[config.mk]
export PLATFORM = sky130hd
export DESIGN_NAME = demux32_deser
export DESIGN_NICKNAME = d
export VERILOG_FILES = /design/src/rtl/demux32_pkg.sv /design/src/rtl/out_buf32.sv /design/src/rtl/demux32_deser.sv
export SDC_FILE = /design/constraint.sdc
export NUM_CORES = 1
export LEC_CHECK = 0
export ABC_AREA = 1
export CELL_PAD_IN_SITES_DETAIL_PLACEMENT = 1
export CELL_PAD_IN_SITES_GLOBAL_PLACEMENT = 1
export CORE_MARGIN = 5
export CORE_UTILIZATION = 41
export DETAILED_ROUTE_END_ITERATION = 8
export PLACE_DENSITY = 0.91
export SYNTH_ARGS = -nofsm -noshare
export SYNTH_HDL_FRONTEND = slang
export SYNTH_SLANG_ARGS = --single-unit
[constraint.sdc]
create_clock -name clk -period 3.95 [get_ports clk]
set_clock_uncertainty 0.1 [all_clocks]
set_input_delay 0.395 -clock clk [delete_from_list [all_inputs] [get_ports clk]]
set_output_delay 0.395 -clock clk [all_outputs]
set_load 0.02 [all_outputs]
[src/rtl/demux32_pkg.sv]
// demux32_pkg: shared definitions for the 32-bit serial-to-parallel receiver.
//   NBITS       - bits per assembled word
//   SELW        - width of the bit index / transmitter select
//   sel_t       - bit index type
//   word_t      - assembled word type
//   LAST_SEL    - index of the final bit of a word
//   buf_state_t - output buffer state (COLLECT = empty, HOLD = word held)
package demux32_pkg;

  localparam int NBITS = 32;
  localparam int SELW  = 5;

  typedef logic [SELW-1:0]  sel_t;
  typedef logic [NBITS-1:0] word_t;

  localparam sel_t LAST_SEL = sel_t'(NBITS - 1);

  typedef enum logic {
    COLLECT = 1'b0,
    HOLD    = 1'b1
  } buf_state_t;

endpackage

[src/rtl/out_buf32.sv]
// out_buf32: single-entry valid/ready register slice for assembled words.
// Handshake: a word is transferred downstream on any rising edge where
// out_valid & out_ready; out_valid stays high until that transfer happens.
// A load in the same cycle as a drain replaces the word with no bubble.
// Ports:
//   clk, rst   - clock, synchronous active-low reset
//   load       - a complete word is offered on load_data this cycle
//   load_data  - word to capture
//   out_ready  - downstream consumes the held word
//   out_valid  - a word is held (equals state == HOLD)
//   out_data   - held word; keeps its value after a drain
//   state      - debug view of the buffer state (buf_state_t encoding)
module out_buf32
  import demux32_pkg::*;
(
  input  logic             clk,
  input  logic             rst,
  input  logic             load,
  input  logic [NBITS-1:0] load_data,
  input  logic             out_ready,
  output logic             out_valid,
  output logic [NBITS-1:0] out_data,
  output logic             state
);

  buf_state_t state_q;
  buf_state_t state_d;
  word_t      data_q;

  always_ff @(posedge clk) begin
    if (!rst) begin
      state_q <= COLLECT;
      data_q  <= '0;
    end else begin
      state_q <= state_d;
      if (load) begin
        data_q <= load_data;
      end
    end
  end

  // Load wins over drain: a drain coinciding with a load keeps HOLD.
  always_comb begin
    state_d = state_q;
    case (state_q)
      COLLECT: if (load) state_d = HOLD;
      HOLD: begin
        if (load)           state_d = HOLD;
        else if (out_ready) state_d = COLLECT;
      end
      default: state_d = COLLECT;
    endcase
  end

  assign out_valid = (state_q == HOLD);
  assign out_data  = data_q;
  assign state     = state_q;

endmodule

[src/rtl/demux32_deser.sv]
// demux32_deser: receiver for a counter-driven mux32 serial link. Drives the
// transmitter select with cur_sel, accepts one bit per handshake into
// acc[cur_sel], and hands completed words to a one-word output buffer.
// Handshake (both sides): a transfer happens on a rising edge where
// valid & ready are both high. in_ready depends combinationally on
// out_ready only, never on in_valid.
// Ports:
//   clk, rst   - clock, synchronous active-low reset
//   flush      - abort the partial word (output buffer untouched)
//   in_valid   - in_bit holds a valid serial bit
//   in_bit     - serial bit (mux32 y)
//   in_ready   - bit accepted this cycle when in_valid is high
//   cur_sel    - index of the next expected bit (drives mux32 sel)
//   out_valid  - out_data holds a complete word
//   out_data   - assembled word
//   out_ready  - downstream consumes out_data
//   word_cnt   - words moved into the output buffer, wraps silently
//   overrun    - sticky: a bit was offered while in_ready was low
module demux32_deser
  import demux32_pkg::*;
#(
  parameter int W_CNT = 16
) (
  input  logic             clk,
  input  logic             rst,
  input  logic             flush,
  input  logic             in_valid,
  input  logic             in_bit,
  output logic             in_ready,
  output logic [SELW-1:0]  cur_sel,
  output logic             out_valid,
  output logic [NBITS-1:0] out_data,
  input  logic             out_ready,
  output logic [W_CNT-1:0] word_cnt,
  output logic             overrun
);

  sel_t             sel_q;
  word_t            acc_q;
  word_t            acc_d;
  logic [W_CNT-1:0] cnt_q;
  logic             ovr_q;
  logic             accept;
  logic             complete;
  logic             buf_state;
  word_t            load_word;

  // Only the final bit can be blocked: bits 0..30 keep flowing into acc
  // while a previous word is still waiting downstream.
  assign in_ready = ~((sel_q == LAST_SEL) & (buf_state == HOLD) & ~out_ready);

  // flush drops any bit offered alongside it.
  assign accept   = in_valid & in_ready & ~flush;
  assign complete = accept & (sel_q == LAST_SEL);

  // The final bit bypasses acc and goes straight into the buffer.
  assign load_word = {in_bit, acc_q[NBITS-2:0]};

  always_comb begin
    acc_d = acc_q;
    if (flush || complete) begin
      acc_d = '0;
    end else if (accept) begin
      acc_d[sel_q] = in_bit;
    end
  end

  always_ff @(posedge clk) begin
    if (!rst) begin
      sel_q <= '0;
      acc_q <= '0;
      cnt_q <= '0;
      ovr_q <= 1'b0;
    end else begin
      acc_q <= acc_d;
      if (flush) begin
        sel_q <= '0;
      end else if (accept) begin
        sel_q <= sel_q + sel_t'(1);  // 31 wraps to 0
      end
      if (complete) begin
        cnt_q <= cnt_q + {{(W_CNT-1){1'b0}}, 1'b1};
      end
      if (in_valid && !in_ready) begin
        ovr_q <= 1'b1;
      end
    end
  end

  out_buf32 u_out_buf (
    .clk       (clk),
    .rst       (rst),
    .load      (complete),
    .load_data (load_word),
    .out_ready (out_ready),
    .out_valid (out_valid),
    .out_data  (out_data),
    .state     (buf_state)
  );

  assign cur_sel  = sel_q;
  assign word_cnt = cnt_q;
  assign overrun  = ovr_q;

endmodule
==> metrics.yaml <==
setup_path:
  cp-start-kind: "register"
  cp.required_ns: 3.45
  r2r_start: "cur_sel[2]$_SDFFE_PP0P_"
  path_buf_inv: 2
  cp.arrival_ns: 2.35
  cp_max_fo: 11
  crit_type: "reg -> out"
  crit_path_top_delay_cell: "dfxtp_1"
  cp_cell_sequence: "inv_1 -> nor3_1 -> ha_1 -> nand3_2 -> clkdlybuf4s50_1"
  endpoint_kind: "output port"
  r2r_setup_slack_ns: 1.15
  timing.rr.end: "word_cnt[13]$_SDFFE_PN0P_"
  critical-path-top-delay-family: "buffers and inverters"
  cpPeakStageDelay_ns: 0.58
  reg2reg_depth: 10
route:
  vias: 3464
  vias_per_cell: 5.17
  finalWirelength_mm: 10.3
  ant_nets: 0
  drt_iter0_drc: 133
  route.detailed.drc: 0
  wl_per_cell_um: 15.4
  firstDrtPassIters: 4
floorplanning:
  dieArea_sq_um: 11000
  start_util_pct: 42.2
  die_w_um: 105
  num_rows: 34
  die_h_um: 105
  fp.coreArea_sq_um: 8760
  num_io_pins: 62
placement:
  dp_worst_setup_slack_ns: 1.14
  place_area_sq_um: 4320
  routabilityCongestion: 0.826
  port-buffer-count: 61
  dp_hpwl_mm: 7.06
worst_hold_path:
  hold_start: "acc_q[0]$_SDFFE_PP0P_"
  holdPathEnd: "u_out_buf.out_data[0]$_SDFFE_PN0P_"
  hold_path_depth: 2
  holdCritPathClass: "reg -> reg"
global_routing:
  grt_pass1_vias: 3440
  grt_max_degree: 45
  antenna_found_initial: 0
  grt_util_all_layers_pct: 18.6
  grt.overflow.total: 0
  grt_pass1_wl_mm: 17.0
synthesis:
  synth_nets: 519
  ys_warn_count: 0
  synthesis.area_sq_um: 3700
  postSynthCellCount: 507
  synth_seq_cells: 86
  syn_avg_cell_area_sq_um: 7.29
  ys_seq_area_share_pct: 46.6
  synth_cell_types: 25
sta:
  fmax_mhz: 352
  fin_ws_ns: 1.11
  finalHoldViolCount: 0
  min_period_over_period_pct: 72.0
  max_slew_margin_pct: 32.5
  setup_viol: 0
  maxSlewViolCount: 0
  fin_setup_tns_ns: 0
  worst_pin_slew_ns: 1.01
  rsz0062_at_grt: "false"
  period_minus_slack_ns: 2.84
final_layout:
  layout.nets: 570
  fin_area_sq_um: 4510
  n_antenna_cell: 0
  drive_above_1_share_pct: 6.41
  area_delta_synth_final_pct: 22.0
clock_network:
  cts_tree: "yes"
  cts_resized: 0
  htreeDepth: 3
  root_buffer: "clkbuf_8"
  clock_sinks: 86
  clkTransAtPathRegs_ns: 0.08
  cts_buffer_depth: 2
  clk_latency_ns: 0.36
  postCtsSetupBuffers: 0
  cts_hold_buf: 0
  cts_made_buffers: 9
power_and_ir_drop:
  power_uw: 1540
  p_leak_uw: 0.00157
  peakVddDrop_mv: 0.159
  power_density_nw_per_um2: 342
run_status:
  outcome: "finished, final reports clean"
run:
  drv_cap: 0
## synth_stat cells (all sizes together)
library cell | n | area, sq um
nand2 | 139 | 529
dfxtp | 86 | 1720
a21oi | 70 | 350
nor2 | 69 | 314
inv | 43 | 161
nand3 | 43 | 233
buf | 16 | 109
nor3 | 12 | 80.1
clkbuf | 7 | 26.3
o21ai | 7 | 35.0
ha | 6 | 75.1
nand4 | 5 | 31.3
xnor2 | 2 | 17.5
and3 | 1 | 6.26
o21a | 1 | 7.51
## worst max path at each step
stage,depth (start not counted),to,slack [ns],start
floorplan,10,acc_q[0]$_SDFFE_PP0P_,1.81,cur_sel[2]$_SDFFE_PP0P_
global placement,9,word_cnt[15]$_SDFFE_PN0P_,1.39,cur_sel[2]$_SDFFE_PP0P_
detailed placement,10,word_cnt[11]$_SDFFE_PN0P_,1.14,cur_sel[2]$_SDFFE_PP0P_
CTS,5,in_ready,1.09,cur_sel[2]$_SDFFE_PP0P_
global route,10,word_cnt[13]$_SDFFE_PN0P_,0.86,cur_sel[2]$_SDFFE_PP0P_
finish,5,in_ready,1.11,cur_sel[2]$_SDFFE_PP0P_
## per-stage QoR
step / cells / utilization, % / hold slack (ns)
floorplan: 507 / - / 0.339
global placement: 655 / 49.3 / 0.351
detailed placement: 655 / 49.3 / 0.358
CTS: 670 / 51.5 / 0.369
global route: 670 / 51.5 / 0.383
finish: 670 / 51.5 / 0.366
## cell type report
type | instances | area [sq um]
clock inverters | 4 | 47.5
well taps | 108 | 135
clock buffers | 11 | 141
flip-flops and latches | 86 | 1720
repair buffers | 63 | 626
inverters | 43 | 161
fillers | 1128 | 4250
multi-input cells | 355 | 1680
## routing by layer
| layer | up-vias | GRT usage [%] | wire (um) |
|---|---|---|---|
| li1 | 1719 | - | - |
| met1 | 1675 | 21.9 | 4460 |
| met2 | 53 | 33.4 | 5290 |
| met3 | 17 | 3.51 | 353 |
| met4 | 0 | 7.12 | 212 |
| met5 | - | 0 | 0 |
## cells in the final DEF, fill, tap and decap left out, types with 2 or more instances in the layout
master | Yosys | routed
a21oi_1 | 70 | 70
buf_4 | 8 | 2
clkbuf_8 | 0 | 10
clkdlybuf4s50_1 | 0 | 61
clkinv_2 | 0 | 2
dfxtp_1 | 86 | 86
ha_1 | 6 | 6
inv_1 | 40 | 40
inv_2 | 3 | 3
nand2_1 | 138 | 138
nand3_1 | 41 | 41
nand4_1 | 5 | 5
nor2_1 | 59 | 59
nor2_2 | 4 | 4
nor2_4 | 6 | 6
nor3_1 | 8 | 8
nor3_2 | 4 | 4
o21ai_0 | 7 | 7
xnor2_1 | 2 | 2
## worst reg2reg max path, cell delays in order, from the launching register on
cell	delay (ns)
dfxtp_1	0.58
inv_1	0.16
nor3_1	0.21
ha_1	0.29
nand3_4	0.09
buf_4	0.30
inv_2	0.59
nand3_1	0.15
nand2_1	0.11
inv_1	0.04
nor2_1	0.10
## sequential cells by signal, indices dropped and copies added, names as in the netlist
name,count
u_out_buf.out_valid,1
u_out_buf.out_data,32
acc_q,31
overrun,1
word_cnt,16
cur_sel,5
## power by group
| group | internal [uW] | leakage, uW | total, uW | switching, uW |
|---|---|---|---|---|
| clock network | 304 | 0.0000952 | 609 | 305 |
| registers | 868 | 0.000693 | 869 | 1.93 |
| logic | 17.7 | 0.000781 | 63.8 | 46.2 |
## logic make-up (layout without fill, tap and decap cells)
logic type,Yosys count,in the layout,synth area share [%]
AND/OR/NAND/NOR,269,269,32.3
buffers and inverters,66,121,8.02
adder cells (fa/ha/maj),6,6,2.03
flip-flops,86,86,46.6
AO/OA/AOI/OAI,78,78,10.6
XOR/XNOR,2,2,0.474
Power figures use the tool's default switching activity.
